<file path="config.mk">
export PLATFORM = sky130hd
export DESIGN_NAME = aes_key_expand128
export DESIGN_NICKNAME = d
export VERILOG_FILES = /design/src/rtl/aes_key_expand128.sv
export SDC_FILE = /design/constraint.sdc
export NUM_CORES = 1
export LEC_CHECK = 0
export ABC_AREA = 1
export ABC_CLOCK_PERIOD_IN_PS = 5300
export CELL_PAD_IN_SITES_DETAIL_PLACEMENT = 0
export CELL_PAD_IN_SITES_GLOBAL_PLACEMENT = 1
export CORE_UTILIZATION = 35
export CTS_BUF_LIST = sky130_fd_sc_hd__clkbuf_8
export DETAILED_ROUTE_END_ITERATION = 8
export PLACE_DENSITY = 0.95
export SLEW_MARGIN = 30
export SYNTH_ARGS = -nofsm -noshare
export SYNTH_HDL_FRONTEND = slang
export SYNTH_SLANG_ARGS = --single-unit
</file>
<file path="constraint.sdc">
create_clock -name clk -period 5.3 [get_ports clk]
set_input_delay 0.795 -clock clk [delete_from_list [all_inputs] [get_ports clk]]
set_output_delay 0.795 -clock clk [all_outputs]
set_load 0.01 [all_outputs]
</file>
<file path="src/rtl/aes_key_expand128.sv">
// AES-128 key schedule: expands a cipher key into round keys 0..10, one per round,
// using an external word S-box reached through a start/ready handshake.
module aes_key_expand128 #(
    parameter int unsigned TIMEOUT = 255
) (
    input  logic         clk,
    input  logic         rst,
    input  logic         start_i,
    input  logic [127:0] key_i,
    output logic         sbox_start_o,
    output logic [31:0]  sbox_word_o,
    output logic         sbox_decrypt_o,
    input  logic [31:0]  sbox_data_i,
    input  logic         sbox_ready_i,
    output logic         rkey_valid_o,
    output logic [3:0]   rkey_idx_o,
    output logic [127:0] rkey_o,
    output logic         busy_o,
    output logic         ready_o,
    output logic         error_o
);

    localparam int CNT_W = (TIMEOUT > 1) ? $clog2(TIMEOUT) : 1;

    typedef enum logic [2:0] {
        S_IDLE,
        S_LOAD,
        S_REQ,
        S_WAIT,
        S_UPD,
        S_DONE
    } state_t;

    state_t           state;
    state_t           state_next;
    logic [31:0]      w0;
    logic [31:0]      w1;
    logic [31:0]      w2;
    logic [31:0]      w3;
    logic [3:0]       rnd;
    logic [CNT_W-1:0] wait_cnt;
    logic             timeout_hit;
    logic [31:0]      tmp;
    logic [31:0]      nw0;
    logic [31:0]      nw1;
    logic [31:0]      nw2;
    logic [31:0]      nw3;

    function automatic logic [7:0] rcon(input logic [3:0] r);
        logic [7:0] c;
        case (r)
            4'd1:    c = 8'h01;
            4'd2:    c = 8'h02;
            4'd3:    c = 8'h04;
            4'd4:    c = 8'h08;
            4'd5:    c = 8'h10;
            4'd6:    c = 8'h20;
            4'd7:    c = 8'h40;
            4'd8:    c = 8'h80;
            4'd9:    c = 8'h1b;
            4'd10:   c = 8'h36;
            default: c = 8'h00;
        endcase
        return c;
    endfunction

    function automatic logic [31:0] rot_word(input logic [31:0] w);
        return {w[23:0], w[31:24]};
    endfunction

    // Next-round words are formed straight from the S-box response so they can be
    // latched on the same edge that sbox_ready_i is accepted.
    always_comb begin
        tmp = sbox_data_i ^ {rcon(rnd), 24'h000000};
        nw0 = w0 ^ tmp;
        nw1 = w1 ^ nw0;
        nw2 = w2 ^ nw1;
        nw3 = w3 ^ nw2;
    end

    assign timeout_hit    = (TIMEOUT != 0) && (wait_cnt == CNT_W'(TIMEOUT - 1));
    assign sbox_decrypt_o = 1'b0;

    always_ff @(posedge clk) begin
        if (rst) begin
            state <= S_IDLE;
        end else begin
            state <= state_next;
        end
    end

    always_comb begin
        state_next   = state;
        sbox_start_o = 1'b0;
        rkey_valid_o = 1'b0;
        ready_o      = 1'b0;
        busy_o       = (state != S_IDLE);
        case (state)
            S_IDLE: begin
                if (start_i) begin
                    state_next = S_LOAD;
                end
            end
            S_LOAD: begin
                rkey_valid_o = 1'b1;
                state_next   = S_REQ;
            end
            S_REQ: begin
                sbox_start_o = 1'b1;
                state_next   = S_WAIT;
            end
            S_WAIT: begin
                if (sbox_ready_i) begin
                    state_next = S_UPD;
                end else if (timeout_hit) begin
                    state_next = S_IDLE;
                end
            end
            S_UPD: begin
                rkey_valid_o = 1'b1;
                state_next   = (rnd == 4'd10) ? S_DONE : S_REQ;
            end
            S_DONE: begin
                ready_o    = 1'b1;
                state_next = S_IDLE;
            end
            default: begin
                state_next = S_IDLE;
            end
        endcase
    end

    // Key words, round counter, wait timer and the held output registers.
    always_ff @(posedge clk) begin
        if (rst) begin
            w0          <= '0;
            w1          <= '0;
            w2          <= '0;
            w3          <= '0;
            rnd         <= '0;
            wait_cnt    <= '0;
            rkey_o      <= '0;
            rkey_idx_o  <= '0;
            sbox_word_o <= '0;
            error_o     <= 1'b0;
        end else begin
            case (state)
                S_IDLE: begin
                    if (start_i) begin
                        {w0, w1, w2, w3} <= key_i;
                        rkey_o           <= key_i;
                        rkey_idx_o       <= 4'd0;
                        error_o          <= 1'b0;
                        rnd              <= 4'd1;
                    end
                end
                S_LOAD: begin
                    sbox_word_o <= rot_word(w3);
                end
                S_REQ: begin
                    wait_cnt <= '0;
                end
                S_WAIT: begin
                    if (sbox_ready_i) begin
                        w0         <= nw0;
                        w1         <= nw1;
                        w2         <= nw2;
                        w3         <= nw3;
                        rkey_o     <= {nw0, nw1, nw2, nw3};
                        rkey_idx_o <= rnd;
                    end else if (timeout_hit) begin
                        error_o <= 1'b1;
                    end else begin
                        wait_cnt <= wait_cnt + CNT_W'(1);
                    end
                end
                S_UPD: begin
                    // w3 already holds this round's last word, so the next request uses it directly.
                    if (rnd != 4'd10) begin
                        rnd         <= rnd + 4'd1;
                        sbox_word_o <= rot_word(w3);
                    end
                end
                default: begin
                end
            endcase
        end
    end

endmodule

</file>
==> key figures <==
Place
  – DP HPWL: 22900 µm
  – IO buf count: between 300 and 400
  – GP Congestion: 0.817

Clock network
  – Hold Buf Count CTS: 0
  – PostCTS Resize Cnt: 0
  – H-tree depth: 4
  – Setup bufs post-CTS: 0
  – CTS Root Cell: clkbuf_8
  – CTS tree: yes
  – Worst-Skew Late Latency: roughly 0.47 ns
  – Clock Pin Slew Worst Setup and Hold Paths: 0.11 ns
  – Clock sinks: 188
  – Clock buffers created by TritonCTS: 17
  – Longest Clk Path Bufs: 2

Critical path
  – Required time of the critical path: 5.67 ns
  – CP arrival: 3.63 ns
  – FF-to-FF setup slack: approximately 2 ns
  – Setup CP Type: reg -> reg
  – Startpoint Class: flop
  – Crit end category: flop
  – Worst Path Max Fanout: 77

Pwr
  – Peak VDD IR: about 0.13 mV
  – Power Density: 378 nW/µm²
  – P_leak: ~5.9 nW
  – Design Power: 5.34 mW

Yosys
  – Synth Area in Compound Gates: 16.1%
  – Area contributors post-synth: dfxtp_1 (37%), nand2_1 (15%), a21oi_1 (8.9%), nand3_1 (6.7%), inv_1 (5.2%)
  – Syn nets: ~1700
  – Average instance area after synthesis: 6.53 µm²
  – Adder-cell area share of the yosys netlist: less than 1%
  – Synth warnings: 0
  – Most area-hungry cell type in the Yosys netlist: dfxtp_1
  – Largest family of logic cells by synthesized area: simple AND/OR/NAND/NOR gates
  – Post-synthesis cell type count: 33
  – Synthesized instance count: roughly 1600
  – Sequential share of the synthesized area: 36.7%
  – Simple-Gate Fraction of Synth Area: 32.2%
  – Share of the synthesized area in the top cell type: 36.7%
  – Mux cell area share after synthesis: 0%
  – FF+latch count, synth: 188
  – Cell Area, Synth: 10300 µm²
  – XOR/XNOR Fraction of Synth Area: 4.35%

Global routing
  – First-pass GRT wire length: 54300 µm
  – Vias in the first global route: 10400
  – GRT Residual Overflow: 0
  – Initial antenna violation count: 0
  – GR Util All Layers: 22.3%
  – Largest net degree at the start of global routing: 104

Routing
  – # DRC: 0
  – Final ANT Viol Nets: 0
  – 1st-iter DRT viols: 774
  – Via Count: approximately 11000
  – Drt first pass iters: 5
  – Avg WL per Cell: ~15 µm
  – Final wirelength: 33700 µm
  – Drt via density: 4.93

Layout
  – Final #Nets: 2022
  – Fillers: 2844
  – Layout cell share with drive strength beyond 1: 6.23%
  – P&R area growth vs syn: 37.7%
  – # diodes: 0

Floorplanning
  – Chip height: 173 µm
  – Die area: 30000 µm²
  – Initial core utilization: 35.6%
  – Die Wd: between 150 and 200 µm
  – # rows: 62
  – I/O pins: between 300 and 400
  – Total core area: 28800 µm²

STA
  – Tcrit/Tclk final: between 60% and 70%
  – RSZ-0062 raised after global routing: no
  – TNS Setup: 0 ns
  – Final Hold Fails: 0
  – Final setup viols: 0
  – Headroom to the max-slew limit: 44.8%
  – Worst-Margin Slew: just over 0.8 ns
  – Worst Skew: 0.0196 ns
  – Fin crit period: 3.26 ns
  – Max Fclk: 306 MHz
  – Fin. max-slew vios: 0

Outcome
  – Status: completed

Job
  – Max-Cap Viols: 0

Min path
  – Min-Delay Path Class: reg -> reg
power by group:
group | leakage, nW | internal, mW | total, mW | switching (mW)
Sequential | 1.55 | 1.72 | 1.98 | 0.268
Combinational | 4.14 | 1.07 | 2.35 | 1.28
Clock | 0.208 | 0.406 | 1.01 | 0.606
cells in the final DEF, fill, tap and decap left out, types with 2 or more instances in the layout:
| cell type | n |
|---|---|
| o21ai_1 | 7 |
| nand2_1 | 412 |
| nand2_4 | 2 |
| nor2_1 | 135 |
| xor2_1 | 27 |
| clkinv_2 | 2 |
| inv_2 | 2 |
| inv_8 | 3 |
| nand4_1 | 2 |
| nand2_2 | 3 |
| a31oi_1 | 26 |
| ha_1 | 8 |
| o21ai_0 | 105 |
| inv_6 | 4 |
| nor3_1 | 6 |
| nand3_1 | 138 |
| nand3b_1 | 9 |
| clkinv_4 | 5 |
| or2_2 | 58 |
| dfxtp_1 | 188 |
| inv_1 | 143 |
| nor2_2 | 2 |
| a21oi_1 | 182 |
| clkbuf_8 | 18 |
| xnor2_1 | 24 |
| clkdlybuf4s50_1 | 331 |
| buf_4 | 11 |
sequential cells by signal, indices dropped and copies added (netlist names), named ones only:
signal       flops
error_o          1
sbox_word_o     32
state            3
rnd              4
rkey_o         128
wait_cnt         8
rkey_idx_o       4
worst max-delay path, stage by stage (launching register included):
cell and delay [ns]:
dfxtp_1 0.43, inv_2 0.07, nor3_4 0.13, buf_4 0.63, clkinv_2 0.76, buf_4 0.56
nor2_1 0.18, nand3_1 0.09, a21oi_1 0.13, nor2_1 0.06
per-layer routing:
layer	GRT usage, %	routed length [µm]	part of all wire, %	vias to the layer above
met4	8.30	851	2.5	0
met1	29.5	15200	45	5075
met2	36.4	15700	47	347
li1	-	-	-	5602
met3	3.89	1890	5.6	48
met5	0	0	0	-
final timing paths:
check | startpoint | cells past startpoint | endpoint
min reg2reg | rkey_o[18] | 2 | sbox_word_o[26]
max | state[1] | 9 | rkey_o[11]
min | rkey_o[18] | 2 | sbox_word_o[26]
max reg2reg | state[1] | 9 | rkey_o[11]
stage by stage:
stage	hold slack [ns]	cell area (µm²)	utilization, %	setup WS (ns)	cells
finish	0.503	14100	49.1	2.04	2247
global route	0.531	14100	49.1	1.70	2247
CTS	0.503	14100	49.1	2.02	2247
detailed placement	0.485	13700	47.7	1.89	2215
global placement	0.476	13700	47.7	1.92	2215
floorplan	0.481	10300	-	3.28	1572
layout make-up:
cell class,instances,area (µm²),share of cell area (%)
multi-input combinational,1153,5520,39.1
timing repair buffer,343,3400,24.1
clock inverter,14,154,1.09
clock buffer,18,248,1.75
tap,384,480,3.40
inverter,147,559,3.96
sequential,188,3760,26.7
cell usage after synthesis (all sizes together):
library cell,count
inv,147
clkbuf,48
nand2,417
or2,59
o21ai,112
nand4,3
buf,36
xor2,27
o221ai,1
a21oi,182
dfxtp,188
ha,8
a31oi,26
o22ai,1
nand3b,9
nor2,137
conb,1
xnor2,24
nor3,8
nand3,138
logic make-up after synthesis:
group / count (synthesis)
DFF: 188
adders and majority gates: 8
buffers and inverters: 231
other: 1
and+or+nand+nor: 771
xor gates and xnor gates: 51
AOI/OAI and AO/OA: 322
Power figures use the tool's default switching activity.
